$ cat src/rtl/autocorr_sequencer.sv
// Sequential autocorrelation engine. One AND/accumulate datapath is shared across all (lag, term) pairs,
// and the results land in a small register bank. Define AUTOCORR_SEQ_MIRROR_EN to serve mirrored lags at N..2N-2.
module autocorr_sequencer #(
    parameter int N = 3,
    parameter int W = 2,
    localparam int AW = $clog2(2*N-1)
) (
    input  logic          clk,
    input  logic          rst,
    input  logic          start,
    input  logic [N-1:0]  in,
    output logic          busy,
    output logic          done,
    input  logic [AW-1:0] res_addr,
    output logic [W-1:0]  res_data
);
    localparam int CW = $clog2(N);

    typedef enum logic [1:0] {
        IDLE = 2'd0,
        CALC = 2'd1,
        DONE = 2'd2
    } state_t;

    state_t        state;
    state_t        state_next;
    logic [N-1:0]  win;
    logic [W-1:0]  acc;
    logic [CW-1:0] k;
    logic [CW-1:0] j;
    logic [CW-1:0] partner;
    logic [W-1:0]  res [N];
    logic          term;
    logic          last_term;
    logic          last_lag;

    // Lag k pairs bit j with bit N-1-k+j; j never exceeds k, so partner stays inside the window.
    assign partner   = CW'(N-1) - k + j;
    assign term      = win[j] & win[partner];
    assign last_term = (j == k);
    assign last_lag  = (k == CW'(N-1));

    // NOTE: sequential state uses <= so every flop samples values from before the edge.
    always_ff @(posedge clk or posedge rst) begin
        if (rst) begin
            state <= IDLE;
        end else begin
            state <= state_next;
        end
    end

    // NOTE: every output of this block gets a default first, so no path can infer a latch.
    always_comb begin
        state_next = state;
        busy       = 1'b0;
        done       = 1'b0;
        case (state)
            IDLE: begin
                if (start) begin
                    state_next = CALC;
                end
            end
            CALC: begin
                busy = 1'b1;
                if (last_term && last_lag) begin
                    state_next = DONE;
                end
            end
            DONE: begin
                busy       = 1'b1;
                done       = 1'b1;
                state_next = IDLE;
            end
            default: begin
                state_next = IDLE;
            end
        endcase
    end

    always_ff @(posedge clk or posedge rst) begin
        if (rst) begin
            win <= '0;
            acc <= '0;
            k   <= '0;
            j   <= '0;
        end else if (state == IDLE && start) begin
            win <= in;
            acc <= '0;
            k   <= '0;
            j   <= '0;
        end else if (state == CALC) begin
            if (!last_term) begin
                acc <= acc + W'(term);
                j   <= j + CW'(1);
            end else begin
                acc <= '0;
                j   <= '0;
                k   <= last_lag ? '0 : k + CW'(1);
            end
        end
    end

    // NOTE: the bank is a handful of flops, so it is reset; an aborted run then leaves no stale partial results.
    always_ff @(posedge clk or posedge rst) begin
        if (rst) begin
            for (int i = 0; i < N; i++) begin
                res[i] <= '0;
            end
        end else if (state == CALC && last_term) begin
            res[k] <= acc + W'(term);
        end
    end

`ifdef AUTOCORR_SEQ_MIRROR_EN
    logic [CW-1:0] mirror_idx;

    // 2N-2-addr always fits in CW bits for the mirrored range, so modular subtraction is exact.
    assign mirror_idx = CW'(2*N-2) - res_addr[CW-1:0];

    always_comb begin
        res_data = '0;
        if (res_addr < AW'(N)) begin
            res_data = res[res_addr[CW-1:0]];
        end else if (res_addr <= AW'(2*N-2)) begin
            res_data = res[mirror_idx];
        end
    end
`else
    always_comb begin
        res_data = '0;
        if (res_addr < AW'(N)) begin
            res_data = res[res_addr[CW-1:0]];
        end
    end
`endif

endmodule
$ cat config.mk
export PLATFORM = sky130hd
export DESIGN_NAME = autocorr_sequencer
export DESIGN_NICKNAME = d
export VERILOG_FILES = /design/src/rtl/autocorr_sequencer.sv
export SDC_FILE = /design/constraint.sdc
export NUM_CORES = 1
export LEC_CHECK = 0
export BUFFER_PORTS_ARGS = -buffer_cell sky130_fd_sc_hd__buf_2
export CAP_MARGIN = 20
export CORE_MARGIN = 2
export CORE_UTILIZATION = 41
export CTS_BUF_LIST = sky130_fd_sc_hd__clkbuf_8
export CTS_CLUSTER_SIZE = 8
export DETAILED_ROUTE_END_ITERATION = 10
export HOLD_SLACK_MARGIN = 0.03
export PLACE_DENSITY = 0.7
export SLEW_MARGIN = 5
export SYNTH_ARGS = -nofsm -noshare
export SYNTH_HDL_FRONTEND = slang
export SYNTH_SLANG_ARGS = --single-unit
$ cat constraint.sdc
create_clock -name clk -period 2.38 [get_ports clk]
set_input_delay 0.119 -clock clk [delete_from_list [all_inputs] [get_ports clk]]
set_output_delay 0.119 -clock clk [all_outputs]
set_load 0.05 [all_outputs]
### Yosys cells after proc, flatten, opt, wreduce, memory -nomap -nowiden

Cells that the tools add are included.

* register bits: 17
* input bits: 9
* output and inout port bits: 4
* logic and storage cells: 64

* add/subtract/negate cells: 5
* order comparisons: 6
* eq/ne operators: 6
* multiplexer cells: 26
* bitwise gates (word level): 3
* reduce and logical (&&, ||, !) cells: 10

Operators by type and width (number)
* 2-to-1 mux 2 bit: 16
* bitwise mux 6 bit: 1
* >= comparator 3 bit, second input constant: 2
* < comparator 2 x 3 -> 1 bit, second input constant: 2
* NOT 2 -> 3 bit: 2
* adder 2 x 1 -> 2 bit, second input constant: 2
* binary-select mux 1 bit (select 2 bit): 2
* binary-select mux 2 bit (select 2 bit): 1
* demux 2 bit (select 2 bit): 1
* == test 2 bit, second input constant: 2
* logical AND 1 bit: 4
* 2-to-1 mux 1 bit: 4
* != test 2 bit, second input constant: 2
* case mux 2 bit (2 select lines): 1
* AND reduction 2 bit: 2
* nonzero test 2 bit: 2
* < comparator 3 x 1 -> 1 bit, second input constant: 1
* < comparator 3 x 2 -> 1 bit, second input constant: 1
* adder 2 x 1 -> 2 bit: 1
* adder 2 bit: 1
* == test 2 x 1 -> 1 bit, second input constant: 1
* == test 2 bit: 1
* zero test 2 bit: 1
* OR reduction 2 bit: 1
* other kinds (2): 2

### Depth between registers and ports, before layout

* depth in word-level cells: 9
* depth in mapped cells: 10

### Least setup slack after synthesis

Ideal clock, no wire load.

* path type: register -> register
* start point: reg j[0]
* end point: reg res[3] in the netlist's numbering
* library setup time: 0.125 ns
* arrival: 1.933 ns
* data required time: 2.255 ns
* slack: 0.322 ns
* stages on the path, launching flop included: 9
* clock period less this slack: 2.058 ns
* path through: dfrtp_1 inv_1 ha_1 xnor3_1 and3_1 o31a_1 ha_1 xor2_1 mux2_4

* word-level cells in the longest chain between the ends: 6

Ends and longest elaborated chain
* start: declaration: RTL line 30 `logic [CW-1:0] j;`
* start signal: assignment: RTL line 94 `j <= j + CW'(1);`
* adder 2 bit: RTL line 38 `assign partner = CW'(N-1) - k + j;`
* binary-select mux 1 bit (select 2 bit): RTL line 39 `assign term = win[j] & win[partner];`
* 2-to-1 mux 1 bit (not written as such): RTL line 39
* bitwise AND 1 bit: RTL line 39
* adder 2 x 1 -> 2 bit: RTL line 110 `res[k] <= acc + W'(term);`
* bitwise mux 6 bit: RTL line 110
* end signal: indexed assignment: RTL line 110
* end: declaration: RTL line 32 `logic [W-1:0] res [N];`

Several ways; a longest one is shown, not always the timed one. The select of a mux whose other input is x is not followed.
A chain may end at the register's enable or synchronous reset.

### Worst setup path in the final report

Same ends and word-level chain as after synthesis.

==> summary.md <==
| Metric | Value |
|---|---|
| Flop pwr share | `0.322` |
| Critical Path Sink Type | `flip-flop` |
| Finished Layout Cells | `144` |
| Final HPWL DP | `1410 um` |
| Sw power | `0.584 mW` |
| Post-detailed-routing wire length | `1860 um` |
| PD cells | `1210 nW/um2` |
| Synth Register Bits | `17` |
| Worst-Skew Late Latency | `0.25 ns` |
| CTS sink count | `17` |
| Area delta synth->final | `14.1%` |
| WL/cell | `12.9 um` |
| Vias/cell | `5.28` |
| CP Launch Type | `flip-flop` |
| Clk Tree Root Cell | `clkbuf_8` |
| Clk_skew | `0.00269 ns` |
| Fin area | `1190 um2` |
| Ratio of cells with drive above 1 in the final layout | `0.289` |
| Setup TNS | `0 ns` |
| Total placed cells including tap cells | `139` |
| CTS Buf Count | `3` |
| IO Port Bufs | `12` |
| Worst min-delay path class | `in2reg` |
| Synth Warn # | `0` |
| Core Rows | `18` |
| Syn_nets | `114` |
| Pre-antenna DRT Iters | `3` |
| Die Y | `54.5 um` |
| H-tree levels | `1` |
| Status | `finished clean` |
| Fmax | `453 MHz` |
| Commonest non-fill, non-tap cell in the layout | `dfrtp_1` |
| Pre-CTS setup slack | `0.183 ns` |
| Clock power share | `0.145` |
| Global-route wire length before repair | `3030 um` |
| Die Wd | `54.5 um` |
| Die ar. | `2970 um2` |
| Post-synthesis cell type count | `36` |
| Post-synthesis sequential area ratio | `0.407` |
| GRT Util Overall | `0.140` |
| Core box area | `2450 um2` |
| Worst Reg-to-Reg Cells | `7` |
| Synth Instances | `99` |
| Setup WS post-layout | `0.172 ns` |
| Setup Viol. Count Final | `0` |
| Initial antenna violation count | `0` |
| Largest net degree at the start of global routing | `18` |
| Grt ovf | `0` |
| Setup Fix Bufs, Post-CTS | `0` |
| Max Fanout on Critical Path | `10` |
| CTS tree | `done` |
| Iteration-0 DRC Markers | `11` |
| RSZ-0062 raised after global routing | `false` |
| Fillers | `246` |
| Worst hold stages | `2` |
| CP max stage delay | `0.42 ns` |
| Crit-path cells | `inv_1 -> ha_1 -> and3_1 -> o31a_1 -> ha_1 -> xor2_1 -> mux2_4` |
| Slew Viols, Final | `0` |
| Slew @ Worst Pin | `0.637 ns` |
| DRC violations left | `0` |
| Final Hold Vio Count | `0` |
| Internal | `0.865 mW` |
| Net Sw Frac | `0.403` |
| Crit path top cell by count | `ha_1` |
| Syn Std Cell Area | `1050 um2` |
| CP required | `2.51 ns` |
| Clock-pin transition on the worst setup and hold timing paths | `0.07 ns` |
| Final hold slack | `0.105 ns` |
| Fin nets | `130` |
| IO Count | `13` |
| Via count of the first global-routing pass | `720` |
| Antenna Cells | `0` |
| CP max stage cell | `dfrtp_1` |
| Max-slew headroom | `0.575` |
| Syn avg cell area | `10.6 um2` |
| Initial Utilization | `0.426` |
| Min Tclk post-route | `2.21 ns` |
| Routability cong. | `0.766` |
| Critical Path AT | `2.34 ns` |
| Period utilization | `0.928` |
| Commonest non-fill, non-tap cells in the layout | `17 x dfrtp_1, 12 x buf_2, 9 x nand2_1` |
| Combinational share of power | `0.533` |
| Critical path class | `reg2reg` |
| MaxCap Viol Count | `0` |
| Post-Place Cell Area | `1140 um2` |
| LEAKAGE | `0.581 nW` |
| Total number of vias | `761` |
| Bufs on Longest Clock Path | `2` |
| Maximum vdd drop | `0.699 mV` |
| Remaining antenna violation count | `0` |
==> stage by stage <==
| stage | total power [mW] | util |
|---|---|---|
| 4_1_cts | 1.46 | 0.486 |
| 3_3_place_gp | 1.21 | 0.463 |
| 2_1_floorplan | 1.10 | - |
| 5_1_grt | 1.56 | 0.486 |
| 3_5_place_dp | 1.24 | 0.463 |
| 6_report | 1.45 | 0.486 |
==> what timing repair did <==
item	in CTS	in global routing
endpoints found under the setup margin	0	0
hold buffers	1	0
resized for setup	0	0
endpoints found under the hold margin	17	0
==> critical path: cells and delay by family (launching register included) <==
kind                     cells  cell delay (ns)
buffers and inverters        1             0.10
flip-flops                   1             0.42
adder cells (fa/ha/maj)      2             0.63
multiplexers                 1             0.27
XOR/XNOR                     1             0.17
AND/OR/NAND/NOR              1             0.23
AO/OA/AOI/OAI                1             0.28
==> power groups by stage <==
stage | combinational (mW) | clock, mW | sequential (mW)
global placement | 0.743 | 0 | 0.469
detailed placement | 0.773 | 0 | 0.472
finish | 0.772 | 0.210 | 0.466
floorplan | 0.651 | 0 | 0.452
global route | 0.851 | 0.233 | 0.479
CTS | 0.778 | 0.219 | 0.467
==> logic make-up after synthesis <==
family,Yosys count,synth area share
AND/OR/NAND/NOR,31,0.183
AO/OA/AOI/OAI,19,0.111
flip-flops,17,0.407
multiplexers,13,0.144
buffers and inverters,10,0.0455
adder cells (fa/ha/maj),6,0.0718
XOR/XNOR,3,0.0383
==> final cells by class <==
cell class,instances,area (um2),share of cell area
multi-input cells,72,573,0.480
flip-flops and latches,17,425,0.356
repair buffers,16,92.6,0.0776
clock buffers,3,41.3,0.0346
well taps,30,37.5,0.0314
inverters,5,18.8,0.0157
clock inverters,1,5.00,0.00419
==> sequential cells by signal, indices dropped and copies added, names as in the netlist <==
register	flops
k	2
state	2
win	3
acc	2
res	6
j	2
==> per-layer routing <==
| layer | up-vias | part of all wire | GRT usage |
|---|---|---|---|
| li1 | 377 | - | - |
| met1 | 370 | 0.42 | 0.165 |
| met2 | 12 | 0.53 | 0.263 |
| met3 | 2 | 0.038 | 0.0273 |
| met4 | 0 | 0.0054 | 0.0250 |
| met5 | - | 0 | 0 |
==> path summary, 6_finish.rpt <==
kind / endpoint / from / slack, ns
max in group asynchronous: j[0] / rst / 1.47
worst max-delay path: res[3] / j[0] / 0.17
min in group asynchronous: res[4] / rst / 0.50
worst min register to register: res[4] / res[4] / 0.51
worst max register to register: res[3] / j[0] / 0.17
worst min-delay path: win[0] / in[0] / 0.10
==> cells in the mapped netlist, drive strengths merged <==
cell type,n,area (um2)
nor3b,1,7.51
and3b,1,8.76
inv,5,18.8
and2,1,6.26
or4b,1,13.8
buf,3,21.3
nand4b,1,8.76
nand4bb,1,11.3
nand3,1,5.00
ha,6,75.1
nor3,1,5.00
o21ai,2,10.0
o31a,1,8.76
o211ai,2,15.0
xor2,2,17.5
and3,1,6.26
or4,1,7.51
mux2,10,120
or2,2,12.5
a311oi,1,8.76
o22ai,2,12.5
a21oi,8,40.0
nor2b,4,25.0
clkbuf,2,7.51
a31oi,1,6.26
o21a,1,7.51
nand2,10,45.0
nand2b,4,25.0
xnor3,1,22.5
mux2i,3,30.0
dfrtp,17,425
nor2,1,3.75
a21o,1,7.51
Power figures use the tool's default switching activity.
